===== config.mk =====
export PLATFORM = sky130hd
export DESIGN_NAME = btn_debounce
export DESIGN_NICKNAME = d
export VERILOG_FILES = /design/src/rtl/btn_debounce.sv
export SDC_FILE = /design/constraint.sdc
export NUM_CORES = 1
export LEC_CHECK = 0
export CORE_MARGIN = 2
export CORE_UTILIZATION = 50
export CTS_CLUSTER_SIZE = 20
export DETAILED_ROUTE_END_ITERATION = 12
export PLACE_DENSITY_LB_ADDON = 0.15
export SLEW_MARGIN = 20
export SYNTH_ARGS = -nofsm -noshare
export SYNTH_HDL_FRONTEND = slang
export SYNTH_SLANG_ARGS = --single-unit

===== constraint.sdc =====
create_clock -name clk_25mhz -period 1.9 [get_ports clk_25mhz]
set_input_delay 0.475 -clock clk_25mhz [delete_from_list [all_inputs] [get_ports clk_25mhz]]
set_output_delay 0.475 -clock clk_25mhz [all_outputs]
set_load 0.005 [all_outputs]

===== src/rtl/btn_debounce.sv =====
// btn_debounce: button input stage between the raw board pins and the CPU.
// Each button passes through a two-flop synchronizer into the clk_25mhz domain.
// A per-bit counter then debounces it. Press and release events are latched
// until software clears them. Levels and events are read over a small register
// port.
//
// Optional feature: define BTN_IRQ_EN to add the irq_mask register (address 3)
// and a registered interrupt output. When BTN_IRQ_EN is not defined, irq is
// tied to 0 and address 3 reads 0.
//
// Ports:
//   clk_25mhz  in   1      sole clock
//   reset      in   1      synchronous, active-high reset
//   btn        in   WIDTH  raw asynchronous button pins, 1 = pressed
//   stable     out  WIDTH  debounced levels
//   addr       in   2      register select (0 stable, 1 press, 2 release, 3 irq_mask)
//   rd         in   1      read strobe; rdata loads on the same edge
//   wr         in   1      write strobe
//   wdata      in   32     write data
//   rdata      out  32     registered read data; holds its value when rd is 0
//   irq        out  1      interrupt request (only active with BTN_IRQ_EN)
module btn_debounce #(
  parameter int unsigned WIDTH           = 7,
  parameter int unsigned DEBOUNCE_CYCLES = 250000
) (
  input  logic             clk_25mhz,
  input  logic             reset,
  input  logic [WIDTH-1:0] btn,
  output logic [WIDTH-1:0] stable,
  input  logic [1:0]       addr,
  input  logic             rd,
  input  logic             wr,
  input  logic [31:0]      wdata,
  output logic [31:0]      rdata,
  output logic             irq
);

  localparam int unsigned   CW      = $clog2(DEBOUNCE_CYCLES);
  localparam logic [CW-1:0] CNT_MAX = CW'(DEBOUNCE_CYCLES - 1);

  localparam logic [1:0] ADDR_STABLE  = 2'd0;
  localparam logic [1:0] ADDR_PRESS   = 2'd1;
  localparam logic [1:0] ADDR_RELEASE = 2'd2;
  localparam logic [1:0] ADDR_MASK    = 2'd3;

  logic [WIDTH-1:0]         s1;
  logic [WIDTH-1:0]         s2;
  logic [WIDTH-1:0][CW-1:0] cnt;
  logic [WIDTH-1:0][CW-1:0] cnt_n;
  logic [WIDTH-1:0]         stable_n;
  logic [WIDTH-1:0]         press_pend;
  logic [WIDTH-1:0]         release_pend;
  logic [WIDTH-1:0]         press_n;
  logic [WIDTH-1:0]         release_n;
  logic [WIDTH-1:0]         press_clr;
  logic [WIDTH-1:0]         release_clr;
  logic [31:0]              rd_val;

  // Only the low WIDTH bits of wdata are ever stored.
  logic unused_wdata;
  assign unused_wdata = ^wdata;

  // Debounce: a bit toggles only after DEBOUNCE_CYCLES consecutive mismatches.
  // Any return to the stable value clears the counter.
  always_comb begin
    cnt_n    = cnt;
    stable_n = stable;
    for (int i = 0; i < int'(WIDTH); i++) begin
      if (s2[i] == stable[i]) begin
        cnt_n[i] = '0;
      end else if (cnt[i] != CNT_MAX) begin
        cnt_n[i] = cnt[i] + CW'(1);
      end else begin
        cnt_n[i]    = '0;
        stable_n[i] = ~stable[i];
      end
    end
  end

  // Event latches: a new edge event takes priority over a same-cycle W1C.
  always_comb begin
    press_clr   = '0;
    release_clr = '0;
    if (wr && (addr == ADDR_PRESS))   press_clr   = wdata[WIDTH-1:0];
    if (wr && (addr == ADDR_RELEASE)) release_clr = wdata[WIDTH-1:0];
    press_n   = (press_pend   & ~press_clr)   | (stable_n & ~stable);
    release_n = (release_pend & ~release_clr) | (~stable_n & stable);
  end

`ifdef BTN_IRQ_EN
  logic [WIDTH-1:0] irq_mask;

  // Read mux sees pre-write register values, so rd+wr returns old data.
  always_comb begin
    rd_val = '0;
    case (addr)
      ADDR_STABLE:  rd_val = 32'(stable);
      ADDR_PRESS:   rd_val = 32'(press_pend);
      ADDR_RELEASE: rd_val = 32'(release_pend);
      ADDR_MASK:    rd_val = 32'(irq_mask);
      default:      rd_val = '0;
    endcase
  end

  // Mask register and registered interrupt, one cycle behind the pending bit.
  always_ff @(posedge clk_25mhz) begin
    if (reset) begin
      irq_mask <= '0;
      irq      <= 1'b0;
    end else begin
      if (wr && (addr == ADDR_MASK)) irq_mask <= wdata[WIDTH-1:0];
      irq <= |(press_pend & irq_mask);
    end
  end
`else
  always_comb begin
    rd_val = '0;
    case (addr)
      ADDR_STABLE:  rd_val = 32'(stable);
      ADDR_PRESS:   rd_val = 32'(press_pend);
      ADDR_RELEASE: rd_val = 32'(release_pend);
      default:      rd_val = '0;
    endcase
  end

  assign irq = 1'b0;
`endif

  // Synchronizer, debounce state, event latches and read data register.
  always_ff @(posedge clk_25mhz) begin
    if (reset) begin
      s1           <= '0;
      s2           <= '0;
      cnt          <= '0;
      stable       <= '0;
      press_pend   <= '0;
      release_pend <= '0;
      rdata        <= '0;
    end else begin
      s1           <= btn;
      s2           <= s1;
      cnt          <= cnt_n;
      stable       <= stable_n;
      press_pend   <= press_n;
      release_pend <= release_n;
      if (rd) rdata <= rd_val;
    end
  end

endmodule


==> impl_metrics.toml, run 1 <==
[layout]
nets = 1009
drive_gt1_share_pct = 11.3
syn_to_final_growth_pct = 18.1
num_antenna_cells = 0
layout_common_cells = "161 x dfxtp_1, 134 x nor2_1, 75 x xnor2_1"
final_util_pct = 60.8
design_area_um2 = 8910
final_cells = 1152
layout_commonest_cell = "dfxtp_1"

[place]
hpwl_mm = 11.3
io_buffers = 33
place.gp.congestion = 0.868
place_area_um2 = 8330
dp_cells = 1122

[timing]
final.period_utilization_pct = 101
clock_skew_ns = 0.0103
fmax_ghz = 0.521
setup_viol = 3
drv_slew = 0
layout_setup_ws_ns = -0.0183
worst-slew-pin-transition_ns = 0.520
period_needed_ns = 1.92
grt_setup_unrepaired = "true"
slew_headroom_pct = 65.0
final_hold_viol_count = 0

[clock_tree]
hold_buffers = 0
cts_setup_buffers = 0
numCtsBuffers = 17
cts_tree = "yes"
path_clk_slew_ns = 0.06
cts.path.max_buffers = 2
worst_skew_pair.late_latency_ns = 0.43
htreeDepth = 4
clock-sinks = 168
cts_root_buf = "clkbuf_16"

[worst_setup_path]
r2r_start = "cnt[103]"
setup.worst_path.start = "cnt[103]"
crit_path_end_kind = "flop"
critPathArrivalTime_ns = 2.28
max_stage_delay_ns = 0.54
crit_path_max_fanout = 5
crit_required_ns = 2.26
path_class = "reg -> reg"
worstPathCellList = "or4b_4, or4_4, or3_1, a21oi_1"
startpoint_type = "flop"
crit_slowest_cell = "or4_4"

[yosys]
syn-instance-count = 878
syn_area_per_cell_um2 = 8.59
ys_ff_latch = 168
yosysTopAreaCellShare_pct = 44.6
seq_area_frac_synth_pct = 44.6
synth-edff-count = 0
asyncSetResetFlopFracSynth_pct = 0
synth_ff_type = "dfxtp_1"
ys_types = 49
synth_area_um2 = 7540
yosys_warnings = 0
yosys.area.top_type = "dfxtp_1"
synthTopCellsByArea = "dfxtp_1 45%, xnor2_1 8.7%, nor2_1 6.7%"

[power_and_ir_drop]
combPwrFrac_pct = 2.9
power_density_nw_per_um2 = 781
vdd_ir_drop_max_v = 0.000677
p_total_mw = 6.96
p_seq_share_pct = 51.2
pwr-share-clk_pct = 45.9
p_int_mw = 5.53
switching_power_mw = 1.43
p_leak_nw = 2.84
swShare_pct = 20.6

[outcome]
status = "finished with violations"
violations = "negative setup slack"

[routing]
wire_per_inst_um = 13.4
wl_mm = 15.4
dr.pass1.iters = 4
vias = 6234
viasPerCell = 5.41
drc = 0
drtIter0Drc = 240
postRouteAntennaNets = 0

[grt]
grt_max_degree = 25
overflow = 0
antenna_found_initial = 0
grt_pass1_wl_mm = 26.7
grt_usage_pct = 20.1
grt_pass1_vias = 6017

[floorplan]
coreArea_um2 = 14600
die_w_um = 127
design.die.area_um2 = 16100
die_h_um = 127
placementRows = 44
start_util_pct = 51.5
io_pins = 85

[hold_path]
min_path_type = "reg -> reg"
min_from = "s1[6]"

[flow_run]
drv_cap = 0
[path summary, 6_finish.rpt]
path / slack (ns) / depth (start not counted) / to
worst max-delay path: -0.02 / 4 / release_pend[5]
worst min-delay path: 0.43 / 1 / s2[6]
worst max register to register: -0.02 / 4 / release_pend[5]
worst min register to register: 0.43 / 1 / s2[6]
[cell usage after synthesis (all sizes together), types with 2 or more instances]
master  number
nor2       134
o31ai        6
nand4       25
nor4b        4
xnor2       75
and2         6
nor4        31
nand2b      12
ha           7
dfxtp      168
nor4bb       2
a31o         3
or3         23
nor2b       17
a21oi       53
nand4b       8
mux2i        7
nand3b       3
and4         2
a211o        2
clkbuf      15
o21ai       27
xor2        16
or4         15
inv         42
nor3        19
or4b         3
nand2       41
nand3       47
a211oi       8
and3        11
buf         35
a21bo        4
[stage by stage]
stage | hold slack (ns) | TNS [ns] | worst slack [ns]
floorplan | 0.414 | 0 | 0.00724
global placement | 0.426 | 0 | 0.00630
detailed placement | 0.424 | -0.0494 | -0.0249
CTS | 0.437 | -0.0775 | -0.0343
global route | 0.451 | -0.457 | -0.0761
finish | 0.432 | -0.0464 | -0.0183
[layer usage]
layer / wire length (um) / up-vias / share of wire (%) / global-route usage [%]
li1: - / 3149 / - / -
met1: 7070 / 2958 / 46 / 24.6
met2: 7490 / 104 / 49 / 34.3
met3: 554 / 23 / 3.6 / 4.93
met4: 291 / 0 / 1.9 / 7.76
met5: 0 / - / 0 / 0
[cell type report]
cell class | instances | area [um2]
multi-input combinational | 643 | 3830
clock buffer | 22 | 474
sequential | 168 | 3370
tap | 184 | 230
clock inverter | 8 | 73.8
fill | 1263 | 5740
inverter | 42 | 158
timing repair buffer | 85 | 766
[repair_timing]
action                                  in CTS  in global routing
gates cloned                                 0                  0
endpoints found under the setup margin       5                 26
hold endpoints to repair                     0                  0
pin swaps                                    1                  2
resized for setup                            2                 10
[sequential cells by signal, summed over array words and instances, names as in the netlist]
name	count
stable	7
cnt	126
press_pend	7
release_pend	7
s1	7
s2	7
rdata	7
[power groups by stage]
stage	Combinational, mW	Clock (mW)	Sequential, mW
6_report	0.198	3.20	3.56
5_1_grt	0.218	3.43	3.56
4_1_cts	0.199	3.27	3.56
3_5_place_dp	0.198	0	3.64
3_3_place_gp	0.194	0	3.64
2_1_floorplan	0.137	0	3.64
[cell families after synthesis]
| logic type | synth area share [%] |
|---|---|
| and+or+nand+nor | 28.3 |
| DFF | 44.6 |
| AOI/OAI and AO/OA | 8.33 |
| buffers and inverters | 6.10 |
| xor gates and xnor gates | 10.6 |
| adders and majority gates | 1.16 |
| muxes | 0.929 |
| other | 0.0497 |
[critical path, delay by kind of cell, from the launching register on]
kind	cells	cell delay, ns
AO/OA/AOI/OAI	1	0.14
flip-flops	1	0.32
AND/OR/NAND/NOR	3	1.39
Power figures use the tool's default switching activity.
==> run 2: changes to the inputs <==
--- a/config.mk
+++ b/config.mk
@@ -5,10 +5,12 @@
 export SDC_FILE = /design/constraint.sdc
 export NUM_CORES = 1
 export LEC_CHECK = 0
+export CAP_MARGIN = 10
 export CORE_MARGIN = 2
 export CORE_UTILIZATION = 50
 export CTS_CLUSTER_SIZE = 20
 export DETAILED_ROUTE_END_ITERATION = 12
+export GPL_TIMING_DRIVEN = 0
 export PLACE_DENSITY_LB_ADDON = 0.15
 export SLEW_MARGIN = 20
 export SYNTH_ARGS = -nofsm -noshare
==> run 2 against run 1 <==
Compared with the run above: the flow still finishes with violations (negative setup slack); global-route usage is 0.66 points lower; wire length is 1.1% lower; clock-buffer cell count is 1 higher; clock skew is 0.0062 ns lower; critical path type unchanged; first-iteration DRC count decreased by 7.9%; sequential share of layout area fell by 1.1 points; power grew 3.6%; combinational power rose by 22%; largest power group unchanged; clock power increased by 6.6%; die area stayed put; highest routed layer unchanged.
==> impl_metrics.toml, run 2 (same netlist as run 1, synthesis figures left out) <==
[outcome]
status = "finished with violations"
violations = "negative setup slack"

[layout]
drive_gt1_share_pct = 15.9
num_antenna_cells = 0
design_area_um2 = 9230
syn_to_final_growth_pct = 22.3
final_util_pct = 63.0
layout_common_cells = "152 x dfxtp_1, 130 x nor2_1, 75 x xnor2_1"
regMostFlops = "cnt"
largest_reg_flops = 126
layout_commonest_cell = "dfxtp_1"
nets = 1033

[routing]
drc = 0
dr.pass1.iters = 5
drtIter0Drc = 221
postRouteAntennaNets = 0
vias = 6081
viasPerCell = 5.17
wire_per_inst_um = 13.0
wl_mm = 15.2

[place]
place.gp.congestion = 0.809
place_area_um2 = 8170
post-place-ws_ns = -0.469
hpwl_mm = 10.2
io_buffers = 30

[worst_setup_path]
crit_required_ns = 2.22
critPathArrivalTime_ns = 2.29
worstPathCellList = "or4b_4, or4_4, o21ai_4, buf_6, nor2_1"
startpoint_type = "flop"
ff2ff_path_depth = 5
crit_slowest_cell = "or4_4"
r2r_start = "cnt[103]"
crit_path_end_kind = "flop"
setup.worst_path.start = "cnt[103]"
max_stage_delay_ns = 0.54
critical_path.endpoint = "cnt[101]"
path_class = "reg -> reg"
timing.rr.end = "cnt[101]"
r2r_setup_slack_ns = -0.07
crit_path_max_fanout = 5

[clock_tree]
path_clk_slew_ns = 0.06
cts_root_buf = "clkbuf_16"
cts_tree = "yes"
htreeDepth = 4
hold_buffers = 0
numCtsBuffers = 17
worst_skew_pair.late_latency_ns = 0.43
cts.path.max_buffers = 2
clock-sinks = 168

[floorplan]
die_h_um = 127
start_util_pct = 51.5
io_pins = 85
placementRows = 44
coreArea_um2 = 14600
die_w_um = 127
design.die.area_um2 = 16100

[timing]
setup_viol = 20
fmax_ghz = 0.507
final.period_utilization_pct = 104
drv_slew = 0
final_hold_viol_count = 0
period_needed_ns = 1.97
worst-slew-pin-transition_ns = 0.625
layout_setup_ws_ns = -0.0720
clock_skew_ns = 0.00410
grt_setup_unrepaired = "true"
slew_headroom_pct = 58.3

[hold_path]
min_from = "s1[6]"
min_path_type = "reg -> reg"

[grt]
grt_max_degree = 17
overflow = 0
grt_pass1_wl_mm = 25.5
grt_pass1_vias = 5526
antenna_found_initial = 0
grt_usage_pct = 19.5

[power_and_ir_drop]
p_leak_nw = 2.96
power_density_nw_per_um2 = 781
vdd_ir_drop_max_v = 0.000678

[flow_run]
drv_cap = 0
[run 2: cell types whose count changed in the layout (fill, tap and decap cells not counted), sizes merged]
cell,change
buf,+12
bufinv,+1
clkbuf,+15
clkdlybuf4s50,-2
clkinv,-2
[run 2: through the flow]
step / power (mW) / cells / setup TNS [ns] / hold slack [ns]
after floorplan: 3.77 / 903 / 0 / 0.414
after global placement: 3.86 / 1117 / -25.22 / 0.420
after detailed placement: 3.86 / 1117 / -26.48 / 0.425
after CTS: 7.28 / 1156 / -0.434 / 0.440
after global routing: 7.46 / 1176 / -1.96 / 0.462
final: 7.21 / 1176 / -1.07 / 0.435
[run 2: area by class of cell]
type / count / area [um2]
multi-input combinational: 643 / 3980
clock inverter: 7 / 93.8
clock buffer: 23 / 488
inverter: 42 / 158
buffer: 48 / 332
sequential: 168 / 3390
tap: 184 / 230
timing repair buffer: 61 / 561
fill: 1295 / 5410
[run 2: per-layer routing]
metal  routed length (um)  GRT usage [%]  up-vias
li1                     -              -     3199
met4                  278           6.98        0
met2                 6940           31.4       81
met1                 7430           25.4     2777
met5                    0              0        -
met3                  592           5.06       24
[run 2: worst min-delay path by stage]
stage	endpoint	slack, ns	cells past startpoint
floorplan	s2[0]	0.41	1
global placement	s2[6]	0.42	1
detailed placement	s2[6]	0.43	1
CTS	s2[6]	0.44	1
global route	s2[2]	0.46	1
finish	s2[6]	0.43	1
[run 2: what timing repair did]
| action | in CTS | in global routing |
|---|---|---|
| resized for setup | 29 | 46 |
| endpoints found under the setup margin | 96 | 100 |
| buffers inserted | 8 | 21 |
| cloned | 2 | 0 |
| pin swaps | 21 | 19 |
[run 2: power breakdown]
| part | internal (mW) | switching (mW) |
|---|---|---|
| clock network | 2.06 | 1.35 |
| registers | 3.54 | 0.0157 |
| logic | 0.126 | 0.116 |
[run 2: critical path: cells and delay by family (launching register included)]
| family | cells | cell delay [ns] |
|---|---|---|
| compound gates | 1 | 0.28 |
| buf+inv | 1 | 0.16 |
| flops | 1 | 0.35 |
| simple gates | 3 | 1.08 |
